File: config.mk
export PLATFORM = sky130hd
export DESIGN_NAME = wb_response_decoder
export DESIGN_NICKNAME = d
export VERILOG_FILES = /design/src/rtl/wb_response_decoder.sv
export SDC_FILE = /design/constraint.sdc
export NUM_CORES = 1
export LEC_CHECK = 0
export BUFFER_PORTS_ARGS = -buffer_cell sky130_fd_sc_hd__clkbuf_2
export CAP_MARGIN = 20
export CORE_MARGIN = 3
export CORE_UTILIZATION = 36
export DETAILED_ROUTE_END_ITERATION = 7
export MAX_ROUTING_LAYER = met4
export PLACE_DENSITY = 0.54
export SETUP_SLACK_MARGIN = 0.05
export SYNTH_ARGS = -nofsm -noshare
export SYNTH_HDL_FRONTEND = slang
export SYNTH_SLANG_ARGS = --single-unit
File: constraint.sdc
create_clock -name clk -period 4.25 [get_ports clk]
set_input_delay 0.85 -clock clk [delete_from_list [all_inputs] [get_ports clk]]
set_output_delay 0.85 -clock clk [all_outputs]
set_load 0.01 [all_outputs]
File: src/rtl/wb_response_decoder.sv
// Decodes Wishbone executor response words: routes read data to a host FIFO or the
// ADC FIFO port, tracks the last bus address, counts write acks and keeps sticky flags.
module wb_response_decoder #(
    parameter int unsigned DEPTH    = 16,
    parameter logic [31:0] ADC_ADDR = 32'h0000_0001,
    parameter int unsigned CNT_W    = 16
) (
    input  logic                       clk,
    input  logic                       rst,
    input  logic                       i_rsp_stb,
    input  logic [33:0]                i_rsp_word,
    input  logic                       host_rd_en,
    output logic [31:0]                host_dout,
    output logic                       host_empty,
    output logic                       host_full,
    output logic [$clog2(DEPTH):0]     host_count,
    input  logic                       adc_full,
    output logic                       adc_wr_en,
    output logic [31:0]                adc_data,
    output logic [31:0]                last_addr,
    output logic [CNT_W-1:0]           wr_ack_count,
    input  logic                       err_clr,
    input  logic                       int_clr,
    output logic                       err_flag,
    output logic                       int_flag,
    output logic                       host_ovf,
    output logic                       adc_ovf
);

    localparam int unsigned AW = $clog2(DEPTH);

    typedef enum logic [1:0] {
        IDLE,
        DECODE,
        PUSH_HOST,
        PUSH_ADC
    } state_t;

    state_t      state, state_next;
    logic [31:0] payload_q;
    logic        host_push;
    logic        adc_load;
    logic        adc_pend;

    logic [1:0]  rsp_type;
    logic [31:0] rsp_payload;
    logic        is_ack, is_echo, is_err, is_bus_rst, is_int;

    assign rsp_type    = i_rsp_word[33:32];
    assign rsp_payload = i_rsp_word[31:0];
    assign is_ack      = i_rsp_stb && (rsp_type == 2'b00);
    assign is_echo     = i_rsp_stb && (rsp_type == 2'b10);
    assign is_err      = i_rsp_stb && (rsp_type == 2'b11) && (rsp_payload == 32'd0);
    assign is_bus_rst  = i_rsp_stb && (rsp_type == 2'b11) && (rsp_payload == 32'd1);
    assign is_int      = i_rsp_stb && (rsp_type == 2'b11) && (rsp_payload == 32'd2);

    // The state names the slot holding the word captured on the previous strobe;
    // it is overwritten every cycle, so back-to-back strobes flow through.
    always_ff @(posedge clk) begin
        if (rst) begin
            state     <= IDLE;
            payload_q <= '0;
        end else begin
            state <= state_next;
            if (i_rsp_stb)
                payload_q <= rsp_payload;
        end
    end

    // Routing reads the registered last_addr, so an echo on the previous cycle is already in effect.
    always_comb begin
        state_next = IDLE;
        if (i_rsp_stb) begin
            if (rsp_type == 2'b01)
                state_next = (last_addr == ADC_ADDR) ? PUSH_ADC : PUSH_HOST;
            else
                state_next = DECODE;
        end
    end

    always_comb begin
        host_push = 1'b0;
        adc_load  = 1'b0;
        case (state)
            PUSH_HOST: host_push = 1'b1;
            PUSH_ADC:  adc_load  = 1'b1;
            default: ;
        endcase
    end

    always_ff @(posedge clk) begin
        if (rst) begin
            last_addr    <= '0;
            wr_ack_count <= '0;
            err_flag     <= 1'b0;
            int_flag     <= 1'b0;
        end else begin
            if (is_echo)
                last_addr <= rsp_payload;
            else if (is_bus_rst)
                last_addr <= '0;
            if (is_ack && (wr_ack_count != '1))
                wr_ack_count <= wr_ack_count + {{(CNT_W-1){1'b0}}, 1'b1};
            if (is_err)
                err_flag <= 1'b1;
            else if (err_clr)
                err_flag <= 1'b0;
            if (is_int)
                int_flag <= 1'b1;
            else if (int_clr)
                int_flag <= 1'b0;
        end
    end

    logic [31:0] mem [DEPTH];
    logic [AW:0] wptr, rptr;
    logic        pop, push_ok;

    assign host_count = wptr - rptr;
    assign host_empty = (wptr == rptr);
    assign host_full  = (wptr[AW] != rptr[AW]) && (wptr[AW-1:0] == rptr[AW-1:0]);
    assign host_dout  = host_empty ? '0 : mem[rptr[AW-1:0]];
    assign pop        = host_rd_en && !host_empty;
    assign push_ok    = host_push && (!host_full || pop);

    always_ff @(posedge clk) begin
        if (push_ok)
            mem[wptr[AW-1:0]] <= payload_q;
    end

    always_ff @(posedge clk) begin
        if (rst) begin
            wptr     <= '0;
            rptr     <= '0;
            host_ovf <= 1'b0;
        end else begin
            if (push_ok)
                wptr <= wptr + {{AW{1'b0}}, 1'b1};
            if (pop)
                rptr <= rptr + {{AW{1'b0}}, 1'b1};
            if (host_push && !push_ok)
                host_ovf <= 1'b1;
            else if (err_clr)
                host_ovf <= 1'b0;
        end
    end

    // adc_full is honoured in the cycle the strobe would be presented.
    assign adc_wr_en = adc_pend && !adc_full;

    always_ff @(posedge clk) begin
        if (rst) begin
            adc_pend <= 1'b0;
            adc_data <= '0;
            adc_ovf  <= 1'b0;
        end else begin
            adc_pend <= adc_load;
            if (adc_load)
                adc_data <= payload_q;
            if (adc_pend && adc_full)
                adc_ovf <= 1'b1;
            else if (err_clr)
                adc_ovf <= 1'b0;
        end
    end

endmodule

==> flow_summary_export.csv, run 1 <==
group,metric,value,unit
synth,ys_warn_count,0,
worst_setup_path,critPathLaunchType,"flop",
worst_setup_path,reg2reg_from,"wptr[2]$_SDFFE_PP0P_",
global_route,grt_pass1_wl,92100,um
pwr,leakage,9.40,nW
floorplanning,die_x,268,um
timing,tns,0,ns
drt,drc,0,
drt,avgViaCountPerCell,5.31,
worst_setup_path,r2r-end,"mem[4][17]$_DFFE_PP_",
timing,period_share,0.912,
timing,hold_violations,0,
floorplanning,die_area,71900,um^2
worst_setup_path,crit_type,"flop to output pin",
synth,seq_area_frac_synth,0.729,
clocking,cts-buffers-inserted,66,
finish,drive_above_1_share,0.287,
finish,final_cell_mix,"edfxtp_1, clkbuf_2, dfxtp_1, mux4_2, mux2i_1",
drt,drtIter0Drc,1055,
timing,min_period,3.88,ns
outcome,status,"finished clean",
drt,via_count,13100,
drt,dr.pass1.iters,5,
floorplanning,row_count,95,
floorplanning,initial_core_util,0.366,
worst_setup_path,path_cells,"ha_1 -> nand4_1 -> buf_4 -> nor2_1 -> or2_4 -> o22ai_1 -> clkbuf_2",
placed_design,gp_congestion,0.813,
clocking,clock_path_buffers,3,
timing,setup_viol,0,
finish,layout.nets,1604,
synth,ys.flop_type,"edfxtp_1",
pwr,p_int,10.4,mW
finish,diodes,0,
drt,ant_nets,0,
timing,rsz0062_at_grt,"false",
finish,fill_cells,5959,
floorplanning,core,67600,um^2
placed_design,io_buffers,164,
finish,area_growth,17.0,%
synth,avgSynthCellArea,18.3,um^2
job,max-cap-violations,0,
drt,wl_per_cell,25.1,um
clocking,clk_latency,0.59,ns
timing,slew_violations,0,
worst_hold_path,hold_path_class,"flop to flop",
floorplanning,die_h,268,um
worst_setup_path,crit_path_end_kind,"output pin",
synth,synth-edff-count,512,
clocking,tritoncts,"done",
pwr,p_per_area,453,nW/um^2
global_route,grt_pass1_vias,13700,
timing,timing.clock.skew,0.0251,ns
clocking,clock_sink_count,645,
global_route,grt_usage,0.181,
synth,syn_nets,1406,
placed_design,dpl.hpwl,36500,um
clocking,clock-root-buffer,"clkbuf_16",
global_route,grt_overflow,0,
worst_setup_path,ff2ff_setup_slack,1.22,ns
synth,ys_types,55,
pwr,finalPower,13.1,mW
clocking,clk_pin_slew_worst_paths,0.06,ns
clocking,cts_setup_buffers,0,
synth,ys_ff_latch,645,
worst_setup_path,critPathMaxStageDelay,0.58,ns
pwr,ir_drop,0.000253,V
finish,final_common_cell,"edfxtp_1",
pwr,p_sw,2.72,mW
synth,async_flop_share,0,
clocking,cts.htree.levels,3,
drt,wl,62100,um
global_route,antenna_found_initial,0,
timing,worst_slew_pin_slew,1.09,ns
synth,syn-cell-area,24700,um^2
pwr,p_clk_frac,0.431,
pwr,swShare,0.208,
worst_setup_path,timing.critical_path.required,3.40,ns
timing,timing.slew.headroom,0.271,
worst_setup_path,endpoint,"host_dout[15]",
timing,fmaxAchievable,0.258,GHz
worst_setup_path,startpoint,"wptr[2]$_SDFFE_PP0P_",
worst_setup_path,reg2reg_depth,7,
pwr,power_frac_comb,0.036,
worst_setup_path,worstPathMaxFanout,32,
floorplanning,io_pins,165,
pwr,seqPwrFrac,0.533,
synth,syn_inst,1354,
global_route,grt_max_degree,60,
worst_setup_path,worstPathArrival,3.03,ns
worst_setup_path,crit_slowest_cell,"dfxtp_1",
==> cells in the mapped netlist, drive strengths merged (16+ instances only) <==
cell    number  area [um^2]
dfxtp      133         2660
a22o        31          272
nor2        64          248
o22ai       32          200
nor4        16          130
nand2       75          282
mux2i      100         1000
mux4       128         2880
clkbuf      33          124
a21oi       52          260
edfxtp     512        15400
buf         39          224
==> repair_timing <==
item | in CTS | in global routing
gates resized for setup | 2 | 1
endpoints found under the setup margin | 2 | 3
hold buffers | 0 | 0
==> how the worst min path moves through the flow <==
stage | endpoint | depth (start not counted) | startpoint
3_5_place_dp | adc_data[16]$_SDFFE_PP0P_ | 2 | adc_data[16]$_SDFFE_PP0P_
4_1_cts | adc_data[26]$_SDFFE_PP0P_ | 2 | adc_data[26]$_SDFFE_PP0P_
3_3_place_gp | adc_ovf$_SDFFE_PP0P_ | 2 | adc_pend$_SDFF_PP0_
5_1_grt | adc_data[22]$_SDFFE_PP0P_ | 2 | adc_data[22]$_SDFFE_PP0P_
6_report | adc_data[26]$_SDFFE_PP0P_ | 2 | adc_data[26]$_SDFFE_PP0P_
2_1_floorplan | adc_ovf$_SDFFE_PP0P_ | 2 | adc_pend$_SDFF_PP0_
==> through the flow <==
stage	utilization	cell area (um^2)	instances	worst slack (ns)	hold slack (ns)
after floorplan	-	24700	1354	0.124	0.432
after global placement	0.396	26800	2357	0.650	0.441
after detailed placement	0.396	26800	2357	0.624	0.453
after CTS	0.428	28900	2472	0.0501	0.461
after global routing	0.428	28900	2472	0.235	0.473
final	0.428	28900	2472	0.375	0.459
==> worst max-delay path: cells and delay by family (launching register included) <==
kind	cells	cell delay (ns)
fa+ha+maj	1	0.35
simple gates	3	0.61
buf+inv	2	0.40
flops	1	0.58
compound gates	1	0.43
==> registers in the layout (all words and copies together), names as in the netlist, 2 cells and up, named ones only <==
| signal | flops |
|---|---|
| mem | 512 |
| adc_data | 32 |
| wr_ack_count | 16 |
| rptr | 5 |
| last_addr | 32 |
| state | 2 |
| wptr | 5 |
| payload_q | 32 |
==> cell families after synthesis <==
group / share of synthesized area
compound gates: 0.0374
xor+xnor: 0.00415
fa+ha+maj: 0.00587
buf+inv: 0.0159
flops: 0.729
mux: 0.159
simple gates: 0.0483
==> power by group through the flow <==
stage,Clock (mW),Combinational (mW),Sequential [mW]
2_1_floorplan,0,0.317,7.05
3_3_place_gp,0,0.486,7.10
3_5_place_dp,0,0.486,7.11
4_1_cts,5.77,0.488,6.97
5_1_grt,6.05,0.515,6.99
6_report,5.64,0.477,6.97
==> area by class of cell <==
cell class                 count  area [um^2]  share of cell area
inverter                      12         45.0             0.00156
clock inverter                34          268             0.00925
clock buffer                  81         1830              0.0634
multi-input combinational    625         6430               0.222
sequential                   645        18000               0.624
timing repair buffer         202         1210              0.0418
tap                          873         1090              0.0378
==> routing by layer <==
layer | GRT usage | vias up | share of wire
met1 | 0.241 | 6914 | 0.45
met4 | 0.0467 | 0 | 0.017
met2 | 0.290 | 331 | 0.49
met5 | - | - | 0
li1 | - | 5812 | -
met3 | 0.0324 | 65 | 0.052
(Power assumes the default switching activity.)
==> run 2: changes to the inputs <==
--- a/config.mk
+++ b/config.mk
@@ -7,7 +7,7 @@
 export LEC_CHECK = 0
 export BUFFER_PORTS_ARGS = -buffer_cell sky130_fd_sc_hd__clkbuf_2
 export CAP_MARGIN = 20
-export CORE_MARGIN = 3
+export CORE_MARGIN = 2
 export CORE_UTILIZATION = 36
 export DETAILED_ROUTE_END_ITERATION = 7
 export MAX_ROUTING_LAYER = met4
==> constraint.sdc (replaced) <==
create_clock -name clk -period 3.1 [get_ports clk]
set_input_delay 0.62 -clock clk [delete_from_list [all_inputs] [get_ports clk]]
set_output_delay 0.62 -clock clk [all_outputs]
set_load 0.01 [all_outputs]
==> run 2 against run 1 <==
Sequential power grew 37%; highest routed layer unchanged; register-to-register slack lost 0.68 ns; cell area grew 5.0%; hold slack lost 0.18 ns; core utilization grew 1.7 points; die area shrank 1.5%; largest cell class unchanged; critical path type unchanged; power grew 40%; via count grew 2.9%; sequential share of layout area shrank 3.0 points; clock skew shrank 0.0065 ns; critical path depth is the same.
==> flow_summary_export.csv, run 2 (same netlist as run 1, synthesis figures left out) <==
group,metric,value,unit
worst_hold_path,min_to,"last_addr[20]$_SDFFE_PP0P_",
worst_hold_path,holdPathStages,2,
timing,whs,0.282,ns
finish,diodes,0,
global_route,grt_overflow,0,
global_route,grt_pass1_vias,13900,
drt,wl,65700,um
timing,worst_slew_pin_slew,0.880,ns
worst_setup_path,ff2ff_setup_slack,0.54,ns
drt,ant_nets,0,
placed_design,gp_congestion,0.837,
pwr,p_per_area,602,nW/um^2
finish,area_growth,22.9,%
drt,wl_per_cell,25.8,um
timing,min_period,3.06,ns
clocking,clk_latency,0.60,ns
finish,fill_cells,5949,
outcome,status,"finished clean",
placed_design,dpl.hpwl,37900,um
clocking,clock_sink_count,645,
worst_setup_path,worstPathArrival,2.44,ns
worst_setup_path,crit_type,"flop to output pin",
worst_hold_path,hold_path_class,"primary input to flop",
finish,final_cell_mix,"edfxtp_1, clkbuf_2, mux4_2, dfxtp_1",
finish,utilization,0.445,
clocking,clk_pin_slew_worst_paths,0.06,ns
worst_setup_path,critPathLaunchType,"flop",
job,max-cap-violations,0,
pwr,ir_drop,0.000436,V
timing,setup_viol,0,
global_route,grt_max_degree,53,
floorplanning,initial_core_util,0.362,
drt,via_count,13500,
drt,avgViaCountPerCell,5.31,
worst_hold_path,hold_path.startpoint,"i_rsp_word[20]",
finish,final_common_cell,"edfxtp_1",
timing,tns,0,ns
worst_setup_path,crit_path_end_kind,"output pin",
floorplanning,die_h,266,um
clocking,tritoncts,"done",
timing,timing.clock.skew,0.0187,ns
worst_setup_path,timing.critical_path.required,2.48,ns
drt,drc,0,
clocking,cts.htree.levels,3,
floorplanning,io_pins,165,
clocking,cts-buffers-inserted,70,
timing,fmaxAchievable,0.326,GHz
global_route,grt_usage,0.189,
placed_design,io_buffers,164,
worst_setup_path,worstPathMaxFanout,6,
timing,rsz0062_at_grt,"true",
drt,drtIter0Drc,828,
clocking,clock-root-buffer,"clkbuf_16",
timing,timing.slew.headroom,0.413,
global_route,antenna_found_initial,1,
pwr,leakage,9.99,nW
timing,slew_violations,0,
global_route,grt_pass1_wl,93900,um
worst_setup_path,reg2reg_from,"wptr[2]$_SDFFE_PP0P_",
floorplanning,row_count,96,
finish,largest_reg_flops,512,
timing,hold_violations,0,
finish,drive_above_1_share,0.346,
timing,period_share,0.988,
floorplanning,core,68300,um^2
clocking,clock_path_buffers,3,
worst_setup_path,r2r-end,"mem[0][30]$_DFFE_PP_",
floorplanning,die_x,266,um
floorplanning,die_area,70800,um^2
worst_setup_path,reg2reg_depth,8,
drt,dr.pass1.iters,5,
finish,layout.nets,1659,
## run 2: how the worst max path moves through the flow
stage                                     from                  end  slack (ns)  cells after the start
after detailed placement  rptr[2]$_SDFFE_PP0P_        host_dout[14]        0.24                      8
after floorplan           wptr[0]$_SDFFE_PP0P_  mem[5][0]$_DFFE_PP_       -0.17                      6
final                                     flop         host_dout[7]        0.04                      7
after CTS                                 flop         host_dout[7]        0.01                      7
after global routing                      flop         host_dout[2]       -0.03                      6
after global placement    rptr[2]$_SDFFE_PP0P_        host_dout[14]        0.28                      8
## run 2: where the power goes
part	leakage (nW)	internal [mW]	switching (mW)	total (mW)
Clock	1.04	4.52	3.35	7.87
Sequential	5.73	9.39	0.164	9.55
Combinational	3.21	0.441	0.421	0.862
## run 2: what timing repair did
item / CTS / global route
endpoints found under the setup margin: 32 / 32
pin swaps: 6 / 5
resized for setup: 82 / 43
gates cloned: 8 / 4
hold buffers: 0 / 0
buffers inserted: 7 / 13
## run 2: per-stage QoR
stage | setup WS [ns] | area, um^2 | std cells | power [mW]
floorplan | -0.170 | 24700 | 1354 | 10.1
global placement | 0.283 | 27100 | 2385 | 10.4
detailed placement | 0.238 | 27100 | 2385 | 10.4
CTS | 0.0133 | 30000 | 2526 | 18.4
global route | -0.0270 | 30400 | 2543 | 18.9
finish | 0.0370 | 30400 | 2543 | 18.3
## run 2: cell type report
class	count	area, um^2	share of cell area
multi-input combinational	625	6940	0.228
sequential	645	18100	0.594
tap	882	1100	0.0363
inverter	12	45.0	0.00148
clock inverter	37	274	0.00902
timing repair buffer	253	2110	0.0695
clock buffer	89	1870	0.0614
## run 2: layer usage
metal | track usage | vias to the layer above | routed length [um]
met5 | - | - | 0
met4 | 0.0569 | 0 | 1330
met3 | 0.0358 | 90 | 3400
met2 | 0.291 | 348 | 31300
met1 | 0.256 | 7110 | 29600
li1 | - | 5949 | -
## run 2: worst max-delay path, cell delays in order (launching register included)
cell and delay [ns]:
dfxtp_4 0.41, buf_12 0.16, buf_12 0.13, buf_16 0.12, mux4_2 0.53, mux2i_4 0.24
o22ai_2 0.11, clkbuf_2 0.14
==> run 3: changes to the inputs <==
--- a/config.mk
+++ b/config.mk
@@ -12,7 +12,6 @@
 export DETAILED_ROUTE_END_ITERATION = 7
 export MAX_ROUTING_LAYER = met4
 export PLACE_DENSITY = 0.54
-export SETUP_SLACK_MARGIN = 0.05
 export SYNTH_ARGS = -nofsm -noshare
 export SYNTH_HDL_FRONTEND = slang
 export SYNTH_SLANG_ARGS = --single-unit
==> run 3 against run 2 <==
Via count is 0.50% lower; first-iteration DRC count is 4.0% higher; global-route usage is 0.12 points lower; clock skew is 0.0019 ns lower; clock-buffer cell count stayed put; sequential cell count stayed put; hold slack worse by 0.0034 ns; non-clock buffer count is 13 lower; core utilization is 0.33 points lower.
==> flow_summary_export.csv, run 3 (same netlist as run 1, synthesis figures left out) <==
group,metric,value,unit
outcome,status,"finished clean",
timing,worst_slew_pin_slew,0.879,ns
clocking,tritoncts,"done",
finish,layout.nets,1646,
floorplanning,die_h,266,um
clocking,clock_path_buffers,3,
worst_setup_path,endpoint,"host_dout[10]",
floorplanning,core,68300,um^2
finish,final_common_cell,"edfxtp_1",
worst_setup_path,reg2reg_from,"rptr[0]$_SDFFE_PP0P_",
worst_setup_path,r2r-end,"mem[0][30]$_DFFE_PP_",
finish,largest_reg_flops,512,
timing,hold_violations,0,
finish,fin_area,30200,um^2
finish,utilization,0.441,
global_route,met3_usage,0.0365,
global_route,antenna_found_initial,1,
timing,min_period,3.05,ns
global_route,top_usage_layer,"met2",
finish,fill_cells,5951,
drt,drc,0,
floorplanning,die_area,70800,um^2
timing,fmaxAchievable,0.327,GHz
global_route,grt_max_degree,53,
drt,wl,64900,um
pwr,p_per_area,604,nW/um^2
clocking,cts-buffers-inserted,70,
finish,layout.cells.non_filler,2530,
finish,drive_above_1_share,0.334,
global_route,grt_util_met2,0.289,
floorplanning,die_x,266,um
global_route,grt_pass1_wl,93300,um
clocking,clock-root-buffer,"clkbuf_16",
timing,timing.clock.skew,0.0168,ns
worst_setup_path,reg2reg_depth,8,
drt,avgViaCountPerCell,5.31,
finish,diodes,0,
timing,slew_violations,0,
worst_setup_path,timing.critical_path.required,2.48,ns
placed_design,gp_congestion,0.837,
placed_design,io_buffers,164,
clocking,clk_pin_slew_worst_paths,0.06,ns
timing,whs,0.278,ns
finish,final_cell_mix,"edfxtp_1, clkbuf_2, mux4_2, dfxtp_1",
global_route,globalRouteMet1Util,0.253,
global_route,grt_usage,0.188,
timing,rsz0062_at_grt,"true",
worst_setup_path,worstPathArrival,2.43,ns
clocking,clock_sink_count,645,
worst_setup_path,crit_type,"flop to output pin",
placed_design,post-place-cells,2385,
timing,tns,0,ns
drt,drtIter0Drc,861,
timing,setup_viol,0,
pwr,ir_drop,0.000438,V
drt,ant_nets,0,
finish,area_growth,22.0,%
floorplanning,row_count,96,
worst_setup_path,critPathLaunchType,"flop",
pwr,leakage,9.86,nW
placed_design,dpl_cell_area,27100,um^2
clocking,cts.htree.levels,3,
worst_hold_path,hold_path_class,"primary input to flop",
worst_setup_path,ff2ff_setup_slack,0.48,ns
global_route,grt_pass1_vias,13800,
job,max-cap-violations,0,
clocking,cts_hold_repair.buffers,0,
global_route,grt_overflow,0,
timing,period_share,0.985,
drt,dr.pass1.iters,5,
clocking,clk_latency,0.60,ns
placed_design,dpl.hpwl,37900,um
drt,wl_per_cell,25.7,um
timing,timing.slew.headroom,0.414,
worst_setup_path,crit_path_end_kind,"output pin",
worst_setup_path,worstPathMaxFanout,8,
floorplanning,initial_core_util,0.362,
floorplanning,io_pins,165,
drt,via_count,13400,
-- run 3: cell count changes in the layout (fill, tap and decap cells not counted), sizes merged --
cell / change
clkbuf: +4
bufbuf: +1
buf: -18
-- run 3: per-stage QoR --
step / power, mW / setup slack, ns
4_1_cts: 18.4 / -0.00796
2_1_floorplan: 10.1 / -0.170
3_3_place_gp: 10.4 / 0.283
6_report: 18.2 / 0.0462
3_5_place_dp: 10.4 / 0.238
5_1_grt: 18.8 / -0.0297
-- run 3: power breakdown --
group	internal, mW	switching, mW	total, mW
Combinational	0.404	0.405	0.809
Clock	4.52	3.33	7.85
Sequential	9.39	0.162	9.55
-- run 3: layer usage --
layer,wire length (um),vias to the layer above
li1,-,5927
met1,28800,7043
met2,31000,369
met3,3780,90
met4,1370,0
met5,0,-
-- run 3: layout make-up --
type	count	area (um^2)	area share
Clock buffer	89	1870	0.0618
Timing Repair Buffer	240	1930	0.0641
Sequential cell	645	18100	0.598
Tap cell	882	1100	0.0366
Inverter	12	45.0	0.00149
Clock inverter	37	274	0.00908
Multi-Input combinational cell	625	6890	0.228
-- run 3: how the worst min path moves through the flow --
stage	from	to	slack (ns)	depth (start not counted)
final	i_rsp_word[20]	last_addr[20]$_SDFFE_PP0P_	0.28	2
after global routing	i_rsp_word[20]	last_addr[20]$_SDFFE_PP0P_	0.26	2
after CTS	i_rsp_word[20]	last_addr[20]$_SDFFE_PP0P_	0.25	2
after detailed placement	adc_pend$_SDFF_PP0_	adc_ovf$_SDFFE_PP0P_	0.44	2
after global placement	adc_data[21]$_SDFFE_PP0P_	adc_data[21]$_SDFFE_PP0P_	0.45	2
after floorplan	adc_pend$_SDFF_PP0_	adc_ovf$_SDFFE_PP0P_	0.43	2
-- run 3: worst max-delay path: stages (launching register included) --
cell and delay (ns):
dfxtp_4 0.42, buf_12 0.16, buf_12 0.13, buf_16 0.14, mux4_2 0.51, mux2i_2 0.23
o22ai_2 0.10, clkbuf_2 0.13
-- run 3: what timing repair did --
item                       in CTS  in global routing
gates cloned                    5                  4
setup buffers                   6                  5
gates resized for setup        61                 46
pin swaps                       1                  7
setup endpoints to repair      32                 30
